==> src/rtl/cop2_arb_pkg.sv <==
// Shared definitions for the cop2 port arbiter: FSM state encoding,
// idle-counter width and small index helpers.
package cop2_arb_pkg;

  typedef enum logic {
    IDLE  = 1'b0,
    OWNED = 1'b1
  } arb_state_e;

  // Wide enough for HOLD_CYCLES up to 15.
  localparam int unsigned IDLE_CNT_W = 4;

  function automatic int unsigned owner_width(input int unsigned n);
    return (n > 1) ? $clog2(n) : 1;
  endfunction

  function automatic int unsigned wrap_inc(input int unsigned idx, input int unsigned n);
    return (idx + 1 >= n) ? 0 : idx + 1;
  endfunction

endpackage

==> src/rtl/cop2_rr_pick.sv <==
// Round-robin picker: returns the first pending requester at or after
// rr_ptr, wrapping at NUM_REQ.
module cop2_rr_pick
  import cop2_arb_pkg::*;
#(
  parameter int unsigned NUM_REQ = 2,
  parameter int unsigned OWNER_W = owner_width(NUM_REQ)
) (
  input  logic [NUM_REQ-1:0] pend,
  input  logic [OWNER_W-1:0] rr_ptr,
  output logic [OWNER_W-1:0] winner,
  output logic               any
);

  logic [OWNER_W-1:0] idx;
  logic               found;

  // Scan upward from rr_ptr; the first pending index wins.
  always_comb begin
    winner = '0;
    found  = 1'b0;
    idx    = '0;
    for (int unsigned k = 0; k < NUM_REQ; k++) begin
      idx = OWNER_W'((32'(rr_ptr) + k) % NUM_REQ);
      if (!found && pend[idx]) begin
        winner = idx;
        found  = 1'b1;
      end
    end
  end

  assign any = |pend;

endmodule

==> src/rtl/cop2_arbiter.sv <==
// Coprocessor-2 port arbiter: round-robin whole-port ownership of the
// command and response channels, released after HOLD_CYCLES idle owner
// cycles. Optional feature macro COP2_ARB_CMD_REG_EN adds a registered
// command stage with a one-entry skid (+1 cycle latency, full throughput).
module cop2_arbiter
  import cop2_arb_pkg::*;
#(
  parameter int unsigned NUM_REQ     = 2,
  parameter int unsigned DATA_W      = 32,
  parameter int unsigned HOLD_CYCLES = 4
) (
  input  logic                        clk,
  input  logic                        resetn,
  input  logic [NUM_REQ*DATA_W-1:0]   req_cmd,
  input  logic [NUM_REQ-1:0]          req_cmd_en,
  output logic [NUM_REQ-1:0]          req_cmd_wait,
  input  logic [NUM_REQ-1:0]          req_rd_en,
  output logic [DATA_W-1:0]           req_rd_data,
  output logic [NUM_REQ-1:0]          req_rd_stall,
  output logic [DATA_W-1:0]           cop2_cmd,
  output logic                        cop2_cmd_en,
  input  logic                        cop2_cmd_wait,
  input  logic [DATA_W-1:0]           cop2_rsp,
  input  logic                        cop2_rsp_en,
  output logic                        cop2_rsp_wait,
  output logic [$clog2(NUM_REQ)-1:0]  owner,
  output logic                        owner_vld
);

  localparam int unsigned OWNER_W = $clog2(NUM_REQ);
  localparam logic [IDLE_CNT_W-1:0] HOLD_LAST = IDLE_CNT_W'(HOLD_CYCLES - 1);

  arb_state_e             state, state_nxt;
  logic [OWNER_W-1:0]     owner_q, owner_nxt;
  logic [OWNER_W-1:0]     rr_ptr, rr_ptr_nxt;
  logic [OWNER_W-1:0]     winner;
  logic [IDLE_CNT_W-1:0]  idle_cnt, idle_cnt_nxt;
  logic [NUM_REQ-1:0]     pend;
  logic                   any_pend;
  logic                   owned;
  logic                   owner_pend;
  logic                   stage_empty;
  logic                   owner_cmd_block;
  logic [DATA_W-1:0]      owner_cmd;
  logic [DATA_W-1:0]      cmd_arr [NUM_REQ];

  for (genvar g = 0; g < NUM_REQ; g++) begin : g_split
    assign cmd_arr[g] = req_cmd[g*DATA_W +: DATA_W];
  end

  assign pend        = req_cmd_en | req_rd_en;
  assign owned       = (state == OWNED);
  assign owner_pend  = pend[owner_q];
  assign owner_cmd   = cmd_arr[owner_q];
  assign owner       = owner_q;
  assign owner_vld   = owned;
  assign req_rd_data = cop2_rsp;

  cop2_rr_pick #(
    .NUM_REQ (NUM_REQ),
    .OWNER_W (OWNER_W)
  ) u_pick (
    .pend   (pend),
    .rr_ptr (rr_ptr),
    .winner (winner),
    .any    (any_pend)
  );

  // State, owner, round-robin pointer and idle counter registers.
  always_ff @(posedge clk) begin
    if (!resetn) begin
      state    <= IDLE;
      owner_q  <= '0;
      rr_ptr   <= '0;
      idle_cnt <= '0;
    end else begin
      state    <= state_nxt;
      owner_q  <= owner_nxt;
      rr_ptr   <= rr_ptr_nxt;
      idle_cnt <= idle_cnt_nxt;
    end
  end

  // Grant from IDLE by round-robin; release after HOLD_CYCLES quiet owner cycles.
  always_comb begin
    state_nxt    = state;
    owner_nxt    = owner_q;
    rr_ptr_nxt   = rr_ptr;
    idle_cnt_nxt = idle_cnt;
    case (state)
      IDLE: begin
        if (any_pend) begin
          state_nxt    = OWNED;
          owner_nxt    = winner;
          idle_cnt_nxt = '0;
        end
      end
      OWNED: begin
        if (owner_pend) begin
          idle_cnt_nxt = '0;
        end else if (idle_cnt >= HOLD_LAST) begin
          // Counter saturates here while a queued command drains.
          if (stage_empty) begin
            state_nxt    = IDLE;
            rr_ptr_nxt   = OWNER_W'(wrap_inc(32'(owner_q), NUM_REQ));
            idle_cnt_nxt = '0;
          end
        end else begin
          idle_cnt_nxt = idle_cnt + 1'b1;
        end
      end
      default: state_nxt = IDLE;
    endcase
  end

  // Per-core handshake outputs: everyone stalls except the current owner.
  always_comb begin
    req_cmd_wait  = req_cmd_en;
    req_rd_stall  = req_rd_en;
    cop2_rsp_wait = cop2_rsp_en;
    if (owned) begin
      req_cmd_wait[owner_q] = req_cmd_en[owner_q] & owner_cmd_block;
      req_rd_stall[owner_q] = req_rd_en[owner_q] & ~cop2_rsp_en;
      cop2_rsp_wait         = cop2_rsp_en & ~req_rd_en[owner_q];
    end
  end

`ifdef COP2_ARB_CMD_REG_EN
  logic              out_vld;
  logic              skid_vld;
  logic              push;
  logic [DATA_W-1:0] out_data;
  logic [DATA_W-1:0] skid_data;

  assign owner_cmd_block = skid_vld;
  assign stage_empty     = ~out_vld & ~skid_vld;
  assign push            = owned & req_cmd_en[owner_q] & ~skid_vld;
  assign cop2_cmd_en     = out_vld;
  assign cop2_cmd        = out_data;

  // Output register plus skid entry; the skid catches the command accepted
  // in the cycle the output register first sees back-pressure.
  always_ff @(posedge clk) begin
    if (!resetn) begin
      out_vld   <= 1'b0;
      skid_vld  <= 1'b0;
      out_data  <= '0;
      skid_data <= '0;
    end else if (out_vld && cop2_cmd_wait) begin
      if (push) begin
        skid_vld  <= 1'b1;
        skid_data <= owner_cmd;
      end
    end else if (skid_vld) begin
      out_vld  <= 1'b1;
      out_data <= skid_data;
      skid_vld <= 1'b0;
    end else begin
      out_vld <= push;
      if (push) out_data <= owner_cmd;
    end
  end
`else
  assign owner_cmd_block = cop2_cmd_wait;
  assign stage_empty     = 1'b1;

  // Zero-latency command pass-through from the owner.
  always_comb begin
    cop2_cmd    = owner_cmd;
    cop2_cmd_en = owned & req_cmd_en[owner_q];
  end
`endif

endmodule

==> config.mk <==
export PLATFORM = sky130hd
export DESIGN_NAME = cop2_arbiter
export DESIGN_NICKNAME = d
export VERILOG_FILES = /design/src/rtl/cop2_arb_pkg.sv /design/src/rtl/cop2_rr_pick.sv /design/src/rtl/cop2_arbiter.sv
export SDC_FILE = /design/constraint.sdc
export NUM_CORES = 1
export LEC_CHECK = 0
export BUFFER_PORTS_ARGS = -buffer_cell sky130_fd_sc_hd__buf_2
export CAP_MARGIN = 20
export CORE_AREA = 2 2 68 70
export CTS_CLUSTER_DIAMETER = 50
export CTS_CLUSTER_SIZE = 16
export DETAILED_ROUTE_END_ITERATION = 12
export DIE_AREA = 0 0 70 72
export GPL_ROUTABILITY_DRIVEN = 0
export PLACE_DENSITY = 0.75
export SLEW_MARGIN = 20
export SYNTH_ARGS = -nofsm -noshare
export SYNTH_HDL_FRONTEND = slang
export SYNTH_SLANG_ARGS = --single-unit
==> constraint.sdc <==
create_clock -name clk -period 2.24 [get_ports clk]
set_input_delay 0.224 -clock clk [delete_from_list [all_inputs] [get_ports clk]]
set_output_delay 0.224 -clock clk [all_outputs]
set_load 0.03 [all_outputs]
==> out/summary.txt, run 1 <==
Iter 0 DRT Violations = 15
worst reg2reg startpoint = idle_cnt[0]
EDFF count, synth = 0
area of the core = 4264 µm²
DPL Wire Length = 2.618 mm
Die Y = 72 µm
run status = complete, no violations
Setup Skew = 0.003604 ns
# resized after CTS = 0
Post-Synth Adder-Cell Area = 1.193%
Die W = 70 µm
Congestion Overflow GR = 0
worst vdd ir = 539.4 µV
area of the multi-input gates = 625.6 µm²
clock buffer depth = 2
Worst Path Max Fanout = 18
Synth Area in Compound Gates = 9.666%
Slew HR = 79.80%
row count = 24
global-route wire length before repair = 4.429 mm
Max Freq = 575.8 MHz
Synth Instances = 110
gr usage total = 10.93%
starting density of the core = 24.59%
Req. time, crit path = 2.02 ns
mux share of post-synthesis cell area = 36.40%
Tightest Pin Transition = 0.3017 ns
Post-Syn Nets = 215
Synth Area per Inst = 9.532 µm²
CP Cell Sequence = buf_4 > mux2_2 > buf_2
Critical Path Sink = cop2_cmd[21]
Worst path slowest cell = dfxtp_2
r2r endpoint = rr_ptr
Hold Crit Depth = 2
Routed WL per cell = 12.45 µm
final worst-path cycle share = 77.53%
CTS root buffer = clkbuf_8
unrepaired setup endpoints after global routing = false
H-Tree Depth = 1
synth unique cells = 31
Area Overhead vs Synth = 38.78%
CTS buffer count = 3
Crit path largest cell delay = 0.43 ns
yosys warns = 0
TritonCTS clock tree = built
FFs w/ async S/R, synth = 0%
nets = 297
Post-Route Setup TNS = 0 ns
Post-Synth XOR/XNOR Area = 0%
port bufs = 111
pin count of the biggest net entering global routing = 19
final wirelength = 3.025 mm
# DRC = 0
critical path launch point type = flop
Primary FF master, synth = dfxtp_1
fraction of layout cells with a size suffix above 1 = 80.63%
Syn Std Cell Area = 1049 µm²
simple-gate share of the synthesized area = 12.41%
filler cell count = 457
Hold Path Class = in2reg
Critical Path AT = 1.51 ns
total power = 0.0005985 W
minimum clock period = 1.737 ns
DIE AREA = 5040 µm²
# Max-Cap Violations = 0
Final Max Slew Viols = 0
post-synthesis sequential area ratio = 13.37%
register-to-register setup slack = 0.94 ns
CP Class = reg2out
Worst Setup End Kind = primary output
remaining antenna violation count after routing = 0
pwr dens = 411.3 nW/µm²
Vias = 1088
Final setup viols = 0
crit path from = owner
Hold-fix buffers, CTS = 0
register area = 141.4 µm²
Initial DRT Pass Iterations = 4
initial antenna violation count = 0
# diodes = 0
Worst-path clk slew = 0.04 ns
largest family of logic cells by synthesized area = multiplexers
Clock Latency Late Sink = 0.23 ns
DR vias/cell = 4.477
# Post-CTS Setup Buffers = 0
Hold Vio Cnt, Final = 0
IO Pins = 176
Yosys reg bits = 7
Sink Count = 7
Static Leak = 0.7487 nW
vias in the first global route = 991
reg2reg path depth = 4
[critical path: cells and delay by family, from the launching register on]
| family | cells | cell delay [ns] |
|---|---|---|
| buffers and inverters | 2 | 0.47 |
| flip-flops | 1 | 0.43 |
| multiplexers | 1 | 0.37 |
[through the flow]
stage                     setup WS, ns  cells  instance area, µm²  utilization [%]  hold slack, ns
after floorplan                 0.3965    110                1049                -          0.3655
after global placement          0.7718    239                1410            33.07          0.4482
after detailed placement        0.7229    239                1410            33.07          0.4482
after CTS                       0.4791    243                1455            34.13          0.2966
after global routing            0.4206    243                1455            34.13          0.3147
final                           0.5033    243                1455            34.13          0.3049
[cell type report]
cell class	count	area share (%)
tap	52	4.471
clock buffer	4	3.095
inverter	2	0.5159
multi-input combinational	65	42.99
sequential	7	9.716
timing repair buffer	113	39.21
[state kept, by name, indices dropped and copies added (netlist names)]
| signal | flops |
|---|---|
| idle_cnt | 4 |
| owner | 1 |
| owner_vld | 1 |
| rr_ptr | 1 |
[placed cells by master, fill, tap and decap left out, types with 2 or more instances in the layout]
cell type,count
dfxtp_1,6
nand3_1,2
o21ai_0,2
clkbuf_8,3
mux2_2,33
inv_1,2
buf_4,2
nor2_1,2
buf_2,111
o21a_1,2
and3_1,3
a21boi_0,2
[where the power goes]
group	switching, W	total, W	leakage, nW	internal, W
Sequential	0.00000430	0.000132	0.0574	0.000128
Clock	0.0000536	0.000177	0.0228	0.000123
Combinational	0.000165	0.000290	0.669	0.000124
[per-layer routing]
layer	part of all wire [%]	global-route usage (%)	vias to the layer above
li1	-	-	525
met1	36	10.68	477
met2	51	21.59	86
met3	13	4.583	0
met4	0	2.137	0
met5	0	0	-
[cells by family (layout without fill, tap and decap cells)]
kind of cell             count (synthesis)  after routing
flip-flops                               7              7
AO/OA/AOI/OAI                           14             14
AND/OR/NAND/NOR                         16             16
adder cells (fa/ha/maj)                  1              1
multiplexers                            34             34
buffers and inverters                   38            119
[worst min path at each step]
| stage | start | end | slack, ns |
|---|---|---|---|
| after global routing | resetn | owner | 0.31 |
| after global placement | cop2_rsp[10] | req_rd_data[10] | 0.45 |
| after CTS | resetn | owner | 0.30 |
| after detailed placement | cop2_rsp[10] | req_rd_data[10] | 0.45 |
| after floorplan | resetn | rr_ptr | 0.37 |
| final | resetn | owner | 0.30 |
[Yosys cell counts (2+ instances only)]
library cell / n / area (µm²)
buf_4: 33 / 247.7
a21boi_0: 2 / 15.01
and3_1: 3 / 18.77
o21a_1: 2 / 15.01
dfxtp_1: 7 / 140.1
nand3_1: 2 / 10.01
o21ai_0: 2 / 10.01
inv_1: 2 / 7.510
mux2_2: 33 / 371.6
buf_6: 2 / 22.52
nor2_1: 2 / 7.510
Power figures use the tool's default switching activity.
==> run 2, diff against run 1 <==
- clock period: 2.24 -> 1.8 ns (I/O delays scaled with it)
==> out/summary.txt, run 2 (synthesis gave the netlist of run 1 again) <==
Initial DRT Pass Iterations = 4 (unchanged)
Req. time, crit path = 1.62 ns (-0.40 ns)
Final Max Slew Viols = 0 (unchanged)
most frequent cells in the layout = buf_2, mux2_2, dfxtp_1
critical path launch point type = flop
most flop-heavy register = idle_cnt
final worst-path cycle share = 94.38%
Setup Skew = 0.005396 ns (+0.001792 ns)
global-route wire length before repair = 4.436 mm (+0.16%)
area of the core = 4264 µm² (unchanged)
Slew HR = 79.37% (-0.42 points)
CP Class = reg2out
Post-Route Setup TNS = 0 ns (unchanged)
Clock Latency Late Sink = 0.23 ns (about the same)
clock buffer depth = 2 (unchanged)
clock power share = 29.7% (+0.2 points)
Hold Vio Cnt, Final = 0 (unchanged)
# resized after CTS = 0 (unchanged)
minimum clock period = 1.699 ns
combinational share of power = 48.2% (-0.2 points)
# DRC = 0 (unchanged)
Top Usage Layer GRT = met2
# Max-Cap Violations = 0 (unchanged)
unrepaired setup endpoints after global routing = false
pre-CTS setup slack = 0.3317 ns (-0.3912 ns)
placed standard-cell area = 1415 µm² (+0.36%)
PnR worst setup slack = 0.1012 ns (-0.4021 ns)
Sink Count = 7 (unchanged)
Worst Path Max Fanout = 30 (+12)
initial antenna violation count = 0 (unchanged)
worst vdd ir = 463.6 µV (-14%)
met3 Use GR = 3.333% (-1.2 points)
IO Pins = 176 (unchanged)
Die Y = 72 µm (unchanged)
Max Freq = 588.7 MHz
CTS root buffer = clkbuf_8
Vias = 1076 (-1.1%)
TritonCTS clock tree = built
row count = 24 (unchanged)
Int Pwr = 0.0004681 W (+25%)
DIE AREA = 5040 µm² (unchanged)
Psw = 0.0002827 W (+27%)
post-route design area = 1460 µm² (+0.34%)
met1 usage = 11.78% (+1.1 points)
run status = complete, no violations
Worst-path clk slew = 0.04 ns (about the same)
most common cell after layout, fill and taps aside = buf_2
Sequential Power Share = 22.1% (about the same)
Hold-fix buffers, CTS = 0 (unchanged)
starting density of the core = 24.59% (unchanged)
gr usage total = 10.88% (-0.055 points)
Final setup viols = 0 (unchanged)
pwr dens = 514.1 nW/µm² (+25%)
H-Tree Depth = 1 (unchanged)
# Post-CTS Setup Buffers = 0 (unchanged)
Min Hold Slack = 0.2489 ns (-0.05596 ns)
Congestion Overflow GR = 0 (unchanged)
remaining antenna violation count after routing = 0 (unchanged)
Critical Path AT = 1.52 ns (about the same)
Tightest Pin Transition = 0.3094 ns (+0.007641 ns)
# diodes = 0 (unchanged)
CTS buffer count = 3 (unchanged)
DPL Wire Length = 2.578 mm (-1.5%)
pin count of the biggest net entering global routing = 31 (+12)
DR vias/cell = 4.446 (-0.69%)
vias in the first global route = 967 (-2.4%)
Die W = 70 µm (unchanged)
Routed WL per cell = 12.36 µm (-0.68%)
Hold Path Class = in2reg
M2 GR Usage = 20.63% (-0.95 points)
Area Overhead vs Synth = 39.26%
final wirelength = 2.992 mm (-1.1%)
Iter 0 DRT Violations = 3 (-12)
fraction of layout cells with a size suffix above 1 = 80.53% (-0.10 points)
Worst Setup End Kind = primary output
filler cell count = 454 (-0.66%)
Core Util, Final = 34.24% (+0.12 points)
Switching Share = 37.65% (+0.32 points)
nets = 296 (-0.34%)
max FFs per register = 4 (unchanged)
Static Leak = 0.7463 nW (-0.33%)
port bufs = 111 (unchanged)
## run 2: cell count changes in the layout (fill, tap and decap cells not counted)
cell,previous run,this run
buf_4,2,0
buf_12,0,1
## run 2: critical path, stage by stage, from the launching register on
cell and delay (ns):
dfxtp_2 0.51, buf_12 0.24, mux2_2 0.35, buf_2 0.18
## run 2: path summary, 6_finish.rpt
check / start / to / slack [ns] / cells after the start
min: resetn / owner / 0.25 / 2
max: owner / cop2_cmd[23] / 0.10 / 3
max reg2reg: idle_cnt[0] / rr_ptr / 0.51 / 4
min reg2reg: idle_cnt[1] / idle_cnt[1] / 0.47 / 2
## run 2: layout make-up
| type | count | area [µm²] | area share [%] |
|---|---|---|---|
| Tap cell | 52 | 65.06 | 4.456 |
| Multi-Input combinational cell | 65 | 625.6 | 42.84 |
| Sequential cell | 7 | 141.4 | 9.683 |
| Inverter | 2 | 7.507 | 0.5141 |
| Clock buffer | 4 | 45.04 | 3.085 |
| Timing Repair Buffer | 112 | 575.6 | 39.42 |
## run 2: power groups by stage
stage | sequential, W | clock (W) | combinational, W
6_report | 0.000166 | 0.000223 | 0.000362
5_1_grt | 0.000167 | 0.000235 | 0.000386
4_1_cts | 0.000166 | 0.000229 | 0.000366
3_5_place_dp | 0.000168 | 0 | 0.000365
3_3_place_gp | 0.000168 | 0 | 0.000361
2_1_floorplan | 0.000169 | 0 | 0.000354
## run 2: layer usage
| layer | share of wire (%) | vias to the layer above |
|---|---|---|
| li1 | - | 526 |
| met1 | 35 | 461 |
| met2 | 52 | 85 |
| met3 | 12 | 4 |
| met4 | 0.77 | 0 |
| met5 | 0 | - |
## run 2: per-stage QoR
step	instances	power, W
finish	242	0.0007507
global route	242	0.0007873
CTS	242	0.0007608
detailed placement	238	0.0005329
global placement	238	0.0005294
floorplan	110	0.0005235
